## config.mk

```make
export PLATFORM = sky130hd
export DESIGN_NAME = ansi_key_decoder_flat
export DESIGN_NICKNAME = d
export VERILOG_FILES = /design/src/rtl/ansi_key_pkg.sv /design/src/rtl/ansi_key_decoder_if.sv /design/src/rtl/ansi_num_acc.sv /design/src/rtl/ansi_key_decoder.sv /design/src/flat_wrapper.sv
export SDC_FILE = /design/constraint.sdc
export NUM_CORES = 1
export LEC_CHECK = 0
export CORE_UTILIZATION = 40
export DETAILED_ROUTE_END_ITERATION = 8
export PLACE_DENSITY = 0.68
export SLEW_MARGIN = 20
export SYNTH_ARGS = -nofsm -noshare
export SYNTH_HDL_FRONTEND = slang
export SYNTH_SLANG_ARGS = --single-unit
```

## constraint.sdc

```tcl
create_clock -name clk -period 3.5 [get_ports clk]
set_input_delay 0.7 -clock clk [delete_from_list [all_inputs] [get_ports clk]]
set_output_delay 0.7 -clock clk [all_outputs]
set_load 0.01 [all_outputs]
```

## src/rtl/ansi_key_pkg.sv

```systemverilog
// Shared definitions for the ANSI terminal key decoder: key codes, FSM states
// and the byte values the decoder recognises.
package ansi_key_pkg;

  typedef enum logic [3:0] {
    KEY_NONE  = 4'd0,
    KEY_SPACE = 4'd1,
    KEY_ENTER = 4'd2,
    KEY_UP    = 4'd3,
    KEY_DOWN  = 4'd4,
    KEY_RIGHT = 4'd5,
    KEY_LEFT  = 4'd6,
    KEY_ESC   = 4'd7,
    KEY_ALT   = 4'd8,
    KEY_CHAR  = 4'd9
  } key_t;

  typedef enum logic [1:0] {
    ST_IDLE = 2'd0,
    ST_ESC  = 2'd1,
    ST_CSI  = 2'd2,
    ST_SS3  = 2'd3
  } state_t;

  localparam logic [7:0] BYTE_ESC   = 8'h1B;
  localparam logic [7:0] BYTE_SPACE = 8'h20;
  localparam logic [7:0] BYTE_CR    = 8'h0D;
  localparam logic [7:0] BYTE_LF    = 8'h0A;
  localparam logic [7:0] BYTE_LBRK  = 8'h5B;
  localparam logic [7:0] BYTE_O     = 8'h4F;
  localparam logic [7:0] BYTE_SEMI  = 8'h3B;
  localparam logic [7:0] BYTE_R     = 8'h52;
  localparam logic [7:0] BYTE_0     = 8'h30;
  localparam logic [7:0] BYTE_9     = 8'h39;

  // Final bytes 'A'..'D' of SS3/CSI arrow sequences; anything else is KEY_NONE.
  function automatic key_t arrow_key(input logic [7:0] b);
    case (b)
      8'h41:   return KEY_UP;
      8'h42:   return KEY_DOWN;
      8'h43:   return KEY_RIGHT;
      8'h44:   return KEY_LEFT;
      default: return KEY_NONE;
    endcase
  endfunction

endpackage

```

## src/rtl/ansi_key_decoder_if.sv

```systemverilog
// Byte-in / event-out bundle of the key decoder; the decoder is the slave,
// whoever feeds terminal bytes and consumes events is the master.
interface ansi_key_decoder_if;
  logic       in_valid;
  logic [7:0] in_byte;
  logic       key_valid;
  logic [3:0] key_code;
  logic [7:0] key_char;
  logic       cpr_valid;
  logic [7:0] cpr_row;
  logic [7:0] cpr_col;
  logic       err;

  modport master (
    output in_valid, in_byte,
    input  key_valid, key_code, key_char, cpr_valid, cpr_row, cpr_col, err
  );

  modport slave (
    input  in_valid, in_byte,
    output key_valid, key_code, key_char, cpr_valid, cpr_row, cpr_col, err
  );
endinterface

```

## src/rtl/ansi_num_acc.sv

```systemverilog
// Saturating decimal accumulator for one numeric CSI parameter field.
module ansi_num_acc (
  input  logic       clk,
  input  logic       rst_n,
  input  logic       clear,
  input  logic       digit_stb,
  input  logic [3:0] digit,
  output logic [7:0] value
);

  logic [11:0] next_value;

  // 255*10+9 fits in 12 bits, so the product never wraps before saturation.
  assign next_value = ({4'd0, value} * 12'd10) + {8'd0, digit};

  always_ff @(posedge clk or negedge rst_n) begin
    if (!rst_n) begin
      value <= 8'd0;
    end else if (clear) begin
      value <= 8'd0;
    end else if (digit_stb) begin
      value <= (next_value > 12'd255) ? 8'hFF : next_value[7:0];
    end
  end

endmodule

```

## src/rtl/ansi_key_decoder.sv

```systemverilog
// Decodes a raw terminal byte stream into key events, cursor position
// reports and error pulses, resolving stalled escape sequences by timeout.
module ansi_key_decoder
  import ansi_key_pkg::*;
#(
  parameter int ESC_TIMEOUT = 8
) (
  input  logic                 clk,
  input  logic                 rst_n,
  ansi_key_decoder_if.slave    bus
);

  localparam int TIMER_W = (ESC_TIMEOUT < 2) ? 1 : $clog2(ESC_TIMEOUT);
  localparam logic [TIMER_W-1:0] TIMER_LAST = TIMER_W'(ESC_TIMEOUT - 1);

  state_t             state;
  logic [TIMER_W-1:0] timer;
  logic               field_idx;
  logic [7:0]         b;
  logic               accept;
  logic               is_digit;
  logic               acc_clear;
  logic               csi_digit;
  logic [7:0]         field0;
  logic [7:0]         field1;
  key_t               arrow;

  assign b         = bus.in_byte;
  assign accept    = bus.in_valid && (b != 8'h00);
  assign is_digit  = (b >= BYTE_0) && (b <= BYTE_9);
  assign arrow     = arrow_key(b);
  assign acc_clear = accept && (state == ST_ESC) && (b == BYTE_LBRK);
  assign csi_digit = accept && (state == ST_CSI) && is_digit;

  ansi_num_acc u_field0 (
    .clk       (clk),
    .rst_n     (rst_n),
    .clear     (acc_clear),
    .digit_stb (csi_digit && !field_idx),
    .digit     (b[3:0]),
    .value     (field0)
  );

  ansi_num_acc u_field1 (
    .clk       (clk),
    .rst_n     (rst_n),
    .clear     (acc_clear),
    .digit_stb (csi_digit && field_idx),
    .digit     (b[3:0]),
    .value     (field1)
  );

  // A byte always wins over the timer, so a timeout only fires on idle cycles.
  always_ff @(posedge clk or negedge rst_n) begin
    if (!rst_n) begin
      state         <= ST_IDLE;
      timer         <= '0;
      field_idx     <= 1'b0;
      bus.key_valid <= 1'b0;
      bus.key_code  <= KEY_NONE;
      bus.key_char  <= 8'h00;
      bus.cpr_valid <= 1'b0;
      bus.cpr_row   <= 8'h00;
      bus.cpr_col   <= 8'h00;
      bus.err       <= 1'b0;
    end else begin
      bus.key_valid <= 1'b0;
      bus.cpr_valid <= 1'b0;
      bus.err       <= 1'b0;
      if (accept) begin
        timer <= '0;
        case (state)
          ST_IDLE: begin
            if (b == BYTE_ESC) begin
              state <= ST_ESC;
            end else begin
              bus.key_valid <= 1'b1;
              bus.key_char  <= 8'h00;
              if (b == BYTE_SPACE) begin
                bus.key_code <= KEY_SPACE;
              end else if ((b == BYTE_CR) || (b == BYTE_LF)) begin
                bus.key_code <= KEY_ENTER;
              end else begin
                bus.key_code <= KEY_CHAR;
                bus.key_char <= b;
              end
            end
          end
          ST_ESC: begin
            if (b == BYTE_LBRK) begin
              state     <= ST_CSI;
              field_idx <= 1'b0;
            end else if (b == BYTE_O) begin
              state <= ST_SS3;
            end else if (b == BYTE_ESC) begin
              bus.key_valid <= 1'b1;
              bus.key_code  <= KEY_ESC;
              bus.key_char  <= 8'h00;
            end else begin
              state         <= ST_IDLE;
              bus.key_valid <= 1'b1;
              bus.key_code  <= KEY_ALT;
              bus.key_char  <= b;
            end
          end
          ST_SS3: begin
            state <= ST_IDLE;
            if (arrow != KEY_NONE) begin
              bus.key_valid <= 1'b1;
              bus.key_code  <= arrow;
              bus.key_char  <= 8'h00;
            end else begin
              bus.err <= 1'b1;
            end
          end
          ST_CSI: begin
            if (is_digit) begin
              state <= ST_CSI;
            end else if ((b == BYTE_SEMI) && !field_idx) begin
              field_idx <= 1'b1;
            end else begin
              state <= ST_IDLE;
              if (arrow != KEY_NONE) begin
                bus.key_valid <= 1'b1;
                bus.key_code  <= arrow;
                bus.key_char  <= 8'h00;
              end else if ((b == BYTE_R) && field_idx) begin
                bus.cpr_valid <= 1'b1;
                bus.cpr_row   <= field0;
                bus.cpr_col   <= field1;
              end else begin
                bus.err <= 1'b1;
              end
            end
          end
          default: state <= ST_IDLE;
        endcase
      end else if (state != ST_IDLE) begin
        if (timer == TIMER_LAST) begin
          timer <= '0;
          state <= ST_IDLE;
          if (state == ST_ESC) begin
            bus.key_valid <= 1'b1;
            bus.key_code  <= KEY_ESC;
            bus.key_char  <= 8'h00;
          end else begin
            bus.err <= 1'b1;
          end
        end else begin
          timer <= timer + TIMER_W'(1);
        end
      end
    end
  end

endmodule

```

## src/flat_wrapper.sv

```systemverilog
// flat-port wrapper written by rule: the top's interface ports become plain ports
module ansi_key_decoder_flat import ansi_key_pkg::*;
#(
  parameter int ESC_TIMEOUT = 8
)
  (clk, rst_n, bus_in_valid, bus_in_byte, bus_key_valid, bus_key_code, bus_key_char, bus_cpr_valid, bus_cpr_row, bus_cpr_col, bus_err);
  ansi_key_decoder_if bus_i ();
  input  logic clk;
  input  logic rst_n;
  input wire logic [$bits(bus_i.in_valid)-1:0] bus_in_valid;
  input wire logic [$bits(bus_i.in_byte)-1:0] bus_in_byte;
  output wire logic [$bits(bus_i.key_valid)-1:0] bus_key_valid;
  output wire logic [$bits(bus_i.key_code)-1:0] bus_key_code;
  output wire logic [$bits(bus_i.key_char)-1:0] bus_key_char;
  output wire logic [$bits(bus_i.cpr_valid)-1:0] bus_cpr_valid;
  output wire logic [$bits(bus_i.cpr_row)-1:0] bus_cpr_row;
  output wire logic [$bits(bus_i.cpr_col)-1:0] bus_cpr_col;
  output wire logic [$bits(bus_i.err)-1:0] bus_err;
  assign bus_i.in_valid = bus_in_valid;
  assign bus_i.in_byte = bus_in_byte;
  assign bus_key_valid = bus_i.key_valid;
  assign bus_key_code = bus_i.key_code;
  assign bus_key_char = bus_i.key_char;
  assign bus_cpr_valid = bus_i.cpr_valid;
  assign bus_cpr_row = bus_i.cpr_row;
  assign bus_cpr_col = bus_i.cpr_col;
  assign bus_err = bus_i.err;
  ansi_key_decoder #(.ESC_TIMEOUT(ESC_TIMEOUT)) u_core (.clk(clk), .rst_n(rst_n), .bus(bus_i));
endmodule
```

==> results of run 1 <==
metal layers:
metal | wire length (µm) | GRT usage [%]
met5 | 0 | 0
met4 | 75 | 4.040
met3 | 334 | 2.415
met2 | 3326 | 28.18
met1 | 3534 | 25.35
kinds of logic after synthesis:
kind of cell             share of synthesized area (%)
AND/OR/NAND/NOR                                  18.89
adder cells (fa/ha/maj)                          13.92
flip-flops                                       38.43
XOR/XNOR                                         3.046
AO/OA/AOI/OAI                                    13.82
multiplexers                                     8.956
buffers and inverters                            2.937
state kept, by name (all words and copies together) (netlist names):
signal,cells
u_core.bus.key_valid,1
u_core.bus.err,1
u_core.u_field1.value,8
u_core.bus.cpr_col,8
u_core.state,2
u_core.bus.key_char,8
u_core.bus.cpr_row,8
u_core.u_field0.value,8
u_core.field_idx,1
u_core.timer,3
u_core.bus.key_code,4
u_core.bus.cpr_valid,1
power breakdown:
group	internal (mW)	leakage [nW]	switching, mW
Combinational	0.0588	1.27	0.0665
Sequential	0.625	0.711	0.00663
Clock	0.233	0.0574	0.206
Total	0.917	2.04	0.279
per-stage QoR:
stage | setup WS, ns | std cells | instance area, µm²
detailed placement | 0.1907 | 494 | 4018
finish | 0.2906 | 502 | 4138
global placement | 0.2872 | 494 | 4018
global route | 0.06010 | 502 | 4138
floorplan | 0.6590 | 348 | 3451
CTS | 0.2765 | 502 | 4138
worst reg2reg max path, delay by kind of cell (launching register included):
kind                       cells  cell delay (ns)
AOI/OAI and AO/OA              1             0.43
and+or+nand+nor                3             0.51
muxes                          1             0.48
DFF                            1             0.48
adders and majority gates      3             1.00
xor gates and xnor gates       1             0.20
final cells by class:
cell class | instances | area share, %
multi-input cells | 272 | 48.90
repair buffers | 53 | 11.97
clock inverters | 2 | 0.9072
inverters | 11 | 0.9979
flip-flops and latches | 53 | 32.05
clock buffers | 6 | 1.996
well taps | 105 | 3.175
synthesized netlist by cell type, types with 6 or more instances:
cell type	n
dfrtp_1	53
nand2_1	47
ha_1	32
a21oi_1	22
nor2_1	20
mux2_2	13
o21ai_0	12
inv_1	11
mux2_1	10
nand3_1	10
a22oi_1	9
o41ai_1	8
xnor2_1	8
nor3_1	7
clkbuf_1	6
worst max-delay path by stage:
stage,endpoint,slack [ns]
2_1_floorplan,u_core.u_field1.value[3],0.66
3_3_place_gp,u_core.u_field1.value[4],0.29
3_5_place_dp,u_core.u_field1.value[6],0.19
4_1_cts,u_core.u_field1.value[6],0.28
5_1_grt,u_core.u_field1.value[6],0.06
6_report,u_core.u_field1.value[6],0.29
==> key figures, run 1 <==
Detailed routing
  – Antenna viol nets, final: 0
  – DR vias: 2,807
  – DRT iter0 DRCs: 124
  – Drt first pass iters: 4
  – Post-Route WL: 7.271 mm
  – DR vias/cell: 5.592
  – WL/cell: 14.48 µm
  – Residual DRC: 0

Clock network
  – Num CTS Buffers: 5
  – Resized Gates After CTS: 0
  – CTS tree: built
  – Cts hold-fix bufs: 0
  – H-tree Lvls: 2
  – Root Driver: clkbuf_8
  – Skew-Pair Late Insertion Delay: 0.30 ns
  – Clock Path Buffers: 2
  – Clock sink count: 53
  – Post-CTS setup buffers: 0
  – Clk slew on worst S/H paths: 0.10 ns

GRT
  – Initial antenna violation count: 0
  – GRT Total Usage: 17.68%
  – Vias in the first global route: 2,590
  – Grt ovf: 0
  – First-pass GRT wire length: 12.44 mm
  – Pin count of the biggest net entering global routing: 30

Synth
  – Yosys cell types: 55
  – Average instance area after synthesis: 9.916 µm²
  – Share of flip-flops with an asynchronous set or reset: 100.0%
  – Yosys reg bits: 53
  – Seq/Total Area, Yosys: 38.43%
  – Main synth FF type: dfrtp_1
  – Yosys warns: 0
  – Post-Syn Nets: 395
  – Top post-synthesis cells by area: dfrtp_1 38%, ha_1 12%, nand2_1 5.1%
  – Synth Instances: 348
  – Post-Synthesis Cell Area: 3451 µm²
  – Leading area contributor after synthesis: dfrtp_1
  – EDFF count, synth: 0
  – Top cell type's share of synthesized area: 38.43%

Critical path
  – Worst path cell trace: ha_1 > ha_1 > fa_1 > xnor2_1 > nor2_1 > nor4b_1 > mux2_1 > o41ai_1 > nand2_1
  – CP Launch Type: flip-flop
  – RR Endpoint: u_core.u_field1.value[6]
  – Worst setup EP type: flip-flop
  – Buf/Inv on CP: 0
  – Critical Path Fanout Max: 8
  – Largest stage delay on the critical path: 0.48 ns
  – Crit Path Category: reg -> reg
  – CP Launch Point: u_core.u_field1.value[3]
  – CP delay by family, top: adder cells
  – Worst Path Required: 3.69 ns
  – Data arrival, critical path: 3.40 ns
  – Slack of the worst reg-to-reg path: 0.29 ns
  – CP max-delay cell: dfrtp_1
  – R2R depth: 9
  – Critical path depth in cells: 9
  – Worst r2r src: u_core.u_field1.value[3]
  – Cell mode on critical path: ha_1

Timing
  – Max Freq: 311.6 MHz
  – Clock period minus worst slack: 3.209 ns
  – Final Skew: 0.006165 ns
  – Final setup viols: 0
  – Relative slew slack: 55.70%
  – Worst slew pin tran: 0.6644 ns
  – RSZ-0062 raised after global routing: no
  – Minimum hold slack: 0.4056 ns
  – Post-route clock period utilization: 91.70%
  – Setup_tns: 0 ns
  – Final-report max-slew violation count: 0
  – Fin. Hold Viols: 0

Floorplan
  – Site row count: 33
  – Die X: 94.88 µm
  – Core box area: 8299 µm²
  – Die height: 94.88 µm
  – Initial Utilization: 41.58%
  – DIE AREA: 9002 µm²
  – IO Pins: 42

Finish
  – Sequential cell area: 1326 µm²
  – Commonest non-fill, non-tap cells in the layout: 53 x dfrtp_1, 47 x nand2_1, 40 x clkdlybuf4s50_1
  – Most common cell after layout, fill and taps aside: dfrtp_1
  – Inserted Diodes: 0
  – Area of the multi-input gates: 2023 µm²
  – # fillers: 798
  – Layout cells sized above 1: 11.34%
  – Final nets: 443
  – Area growth syn-to-layout: 19.91%
  – Final core occ: 49.86%

Job
  – Max-cap violations: 0

Power
  – Pwr Total: 1.196 mW
  – P_leak: 2.037 nW
  – PwrDens: 289.0 nW/µm²
  – Peak supply drop: 0.2224 mV

Place
  – Buffers on Ports: 41
  – Gp weighted congestion: 0.8953
  – DP Wirelength: 5.580 mm

Outcome
  – Status: complete, no violations

Worst hold path
  – Hold crit path type: in -> async
Power figures use the tool's default switching activity.
==> run 2, diff against run 1 <==
Settings changed: SETUP_SLACK_MARGIN from default to 0.02.
==> results of run 2 <==
Final layout, timing and power as in run 1 (identical DEF).
==> run 3, diff against run 2 <==
Settings changed: CORE_UTILIZATION 40 to 45, PLACE_DENSITY 0.68 to 0.67.
==> run 3 against run 2 <==
Combinational power about the same. Cell area down 0.45%. Clock power down 15%. Register-to-register slack worse by 0.03 ns.
==> key figures, run 3 (synthesis results as in run 1) <==
Timing
  – Minimum hold slack: 0.3921 ns (was 0.4056 ns)
  – Relative slew slack: 53.15% (was 55.70%)
  – Final-report max-slew violation count: 0 (unchanged)
  – Post-route clock period utilization: 92.62% (was 91.70%)
  – Final Skew: 0.005203 ns (was 0.006165 ns)
  – RSZ-0062 raised after global routing: no (unchanged)
  – Setup slack after layout: 0.2584 ns (was 0.2906 ns)
  – Worst slew pin tran: 0.7028 ns (was 0.6644 ns)
  – Setup_tns: 0 ns (unchanged)
  – Fin. Hold Viols: 0 (unchanged)
  – Clock period minus worst slack: 3.242 ns (was 3.209 ns)
  – Final setup viols: 0 (unchanged)
  – Max Freq: 308.5 MHz (was 311.6 MHz)

Detailed routing
  – Drt first pass iters: 4 (unchanged)
  – WL/cell: 14.84 µm (was 14.48 µm)
  – DR vias: 2,811 (was 2,807)
  – Post-Route WL: 7.376 mm (was 7.271 mm)
  – DR vias/cell: 5.656 (was 5.592)
  – Antenna viol nets, final: 0 (unchanged)
  – Residual DRC: 0 (unchanged)
  – DRT iter0 DRCs: 129 (was 124)

Finish
  – Inserted Diodes: 0 (unchanged)
  – Final core occ: 56.19% (was 49.86%)
  – Commonest non-fill, non-tap cells in the layout: 53 x dfrtp_1, 47 x nand2_1, 40 x clkdlybuf4s50_1 (unchanged)
  – Final nets: 444 (was 443)
  – Post-route cell area: 4119 µm² (was 4138 µm²)
  – Final Non-Filler Cells: 497 (was 502)
  – Most common cell after layout, fill and taps aside: dfrtp_1 (unchanged)
  – Layout cells sized above 1: 11.56% (was 11.34%)
  – Area growth syn-to-layout: 19.36% (was 19.91%)

Job
  – Max-cap violations: 0 (unchanged)

GRT
  – Grt ovf: 0 (unchanged)
  – GRT Total Usage: 20.63% (was 17.68%)
  – Vias in the first global route: 2,656 (was 2,590)
  – First-pass GRT wire length: 12.79 mm (was 12.44 mm)
  – M3 GR Usage: 3.016% (was 2.415%)
  – Pin count of the biggest net entering global routing: 28 (was 30)
  – Grt met2 use: 34.09% (was 28.18%)
  – Initial antenna violation count: 0 (unchanged)
  – Gr busiest metal: met2 (unchanged)
  – Met1 Track Usage GR: 28.29% (was 25.35%)

Power
  – PwrDens: 274.8 nW/µm² (was 289.0 nW/µm²)
  – Pwr Total: 1.132 mW (was 1.196 mW)
  – P_leak: 2.039 nW (was 2.037 nW)
  – Peak supply drop: 0.1501 mV (was 0.2224 mV)

Clock network
  – Clock sink count: 53 (unchanged)
  – CTS tree: built (unchanged)
  – Num CTS Buffers: 5 (unchanged)
  – Post-CTS setup buffers: 0 (unchanged)
  – Skew-Pair Late Insertion Delay: 0.30 ns (about the same)
  – Cts hold-fix bufs: 0 (unchanged)
  – Clock Path Buffers: 2 (unchanged)
  – Root Driver: clkbuf_8 (unchanged)
  – H-tree Lvls: 2 (unchanged)
  – Resized Gates After CTS: 0 (unchanged)
  – Clk slew on worst S/H paths: 0.09 ns (was 0.10 ns)

Critical path
  – Crit Path Category: reg -> reg (unchanged)
  – Slack of the worst reg-to-reg path: 0.26 ns (was 0.29 ns)
  – Critical Path Fanout Max: 8 (unchanged)
  – Worst r2r src: u_core.u_field1.value[1] (was u_core.u_field1.value[3])
  – CP Launch Point: u_core.u_field1.value[1] (was u_core.u_field1.value[3])
  – Worst Path Required: 3.69 ns (about the same)
  – Worst setup EP type: flip-flop (unchanged)
  – CP Launch Type: flip-flop (unchanged)
  – Data arrival, critical path: 3.43 ns (was 3.40 ns)

Floorplan
  – Initial Utilization: 47.07% (was 41.58%)
  – Die height: 89.57 µm (was 94.88 µm)
  – Die X: 89.57 µm (was 94.88 µm)
  – IO Pins: 42 (unchanged)
  – Site row count: 31 (was 33)
  – Core box area: 7331 µm² (was 8299 µm²)
  – DIE AREA: 8023 µm² (was 9002 µm²)

Worst hold path
  – Hold crit path type: in -> async (unchanged)

Place
  – Gp weighted congestion: 0.8440 (was 0.8953)
  – DP Wirelength: 5.525 mm (was 5.580 mm)
  – Pre-CTS WS: 0.1743 ns (was 0.1907 ns)
  – Buffers on Ports: 41 (unchanged)
  – Dpl cells: 489 (was 494)
  – Placed cell area: 4018 µm² (unchanged)

Outcome
  – Status: complete, no violations (unchanged)
[run 3: cell types whose count changed in the layout (fill, tap and decap cells not counted), sizes merged]
cell	before	now
buf	13	14
bufinv	1	0
clkbuf	6	7
clkinv	0	1
clkinvlp	1	0
[run 3: final cells by class]
cell class / instances / area, µm²
Multi-Input combinational cell: 272 / 2023
Fill cell: 672 / 3212
Inverter: 11 / 41.29
Tap cell: 99 / 123.9
Timing Repair Buffer: 54 / 503.0
Sequential cell: 53 / 1326
Clock inverter: 1 / 5.005
Clock buffer: 7 / 96.34
[run 3: path summary, 6_finish.rpt]
kind                                       endpoint  depth (start not counted)
setup / recovery           u_core.u_field1.value[5]                          9
hold / removal                 u_core.bus.key_valid                          1
setup reg to reg           u_core.u_field1.value[5]                          9
hold reg to reg               u_core.bus.cpr_row[0]                          1
max in group asynchronous           u_core.state[0]                          2
min in group clk              u_core.bus.cpr_row[0]                          1
[run 3: per-layer routing]
| layer | wire length, µm | share of wire [%] |
|---|---|---|
| met2 | 3410 | 46 |
| met4 | 67 | 0.91 |
| met3 | 318 | 4.3 |
| met1 | 3581 | 49 |
| met5 | 0 | 0 |
[run 3: worst max-delay path, stage by stage, from the launching register on]
cell and delay [ns]:
dfrtp_1 0.47, ha_1 0.32, ha_1 0.22, fa_1 0.43, xnor2_1 0.19, nor2_1 0.11, nor4b_1 0.37, mux2_1 0.49
o41ai_1 0.44, nand2_1 0.09
[run 3: report_power, final]
part	total, mW	switching (mW)	internal, mW
registers	0.631	0.00646	0.625
clock network	0.375	0.195	0.179
logic	0.126	0.0672	0.0587
total	1.13	0.269	0.863
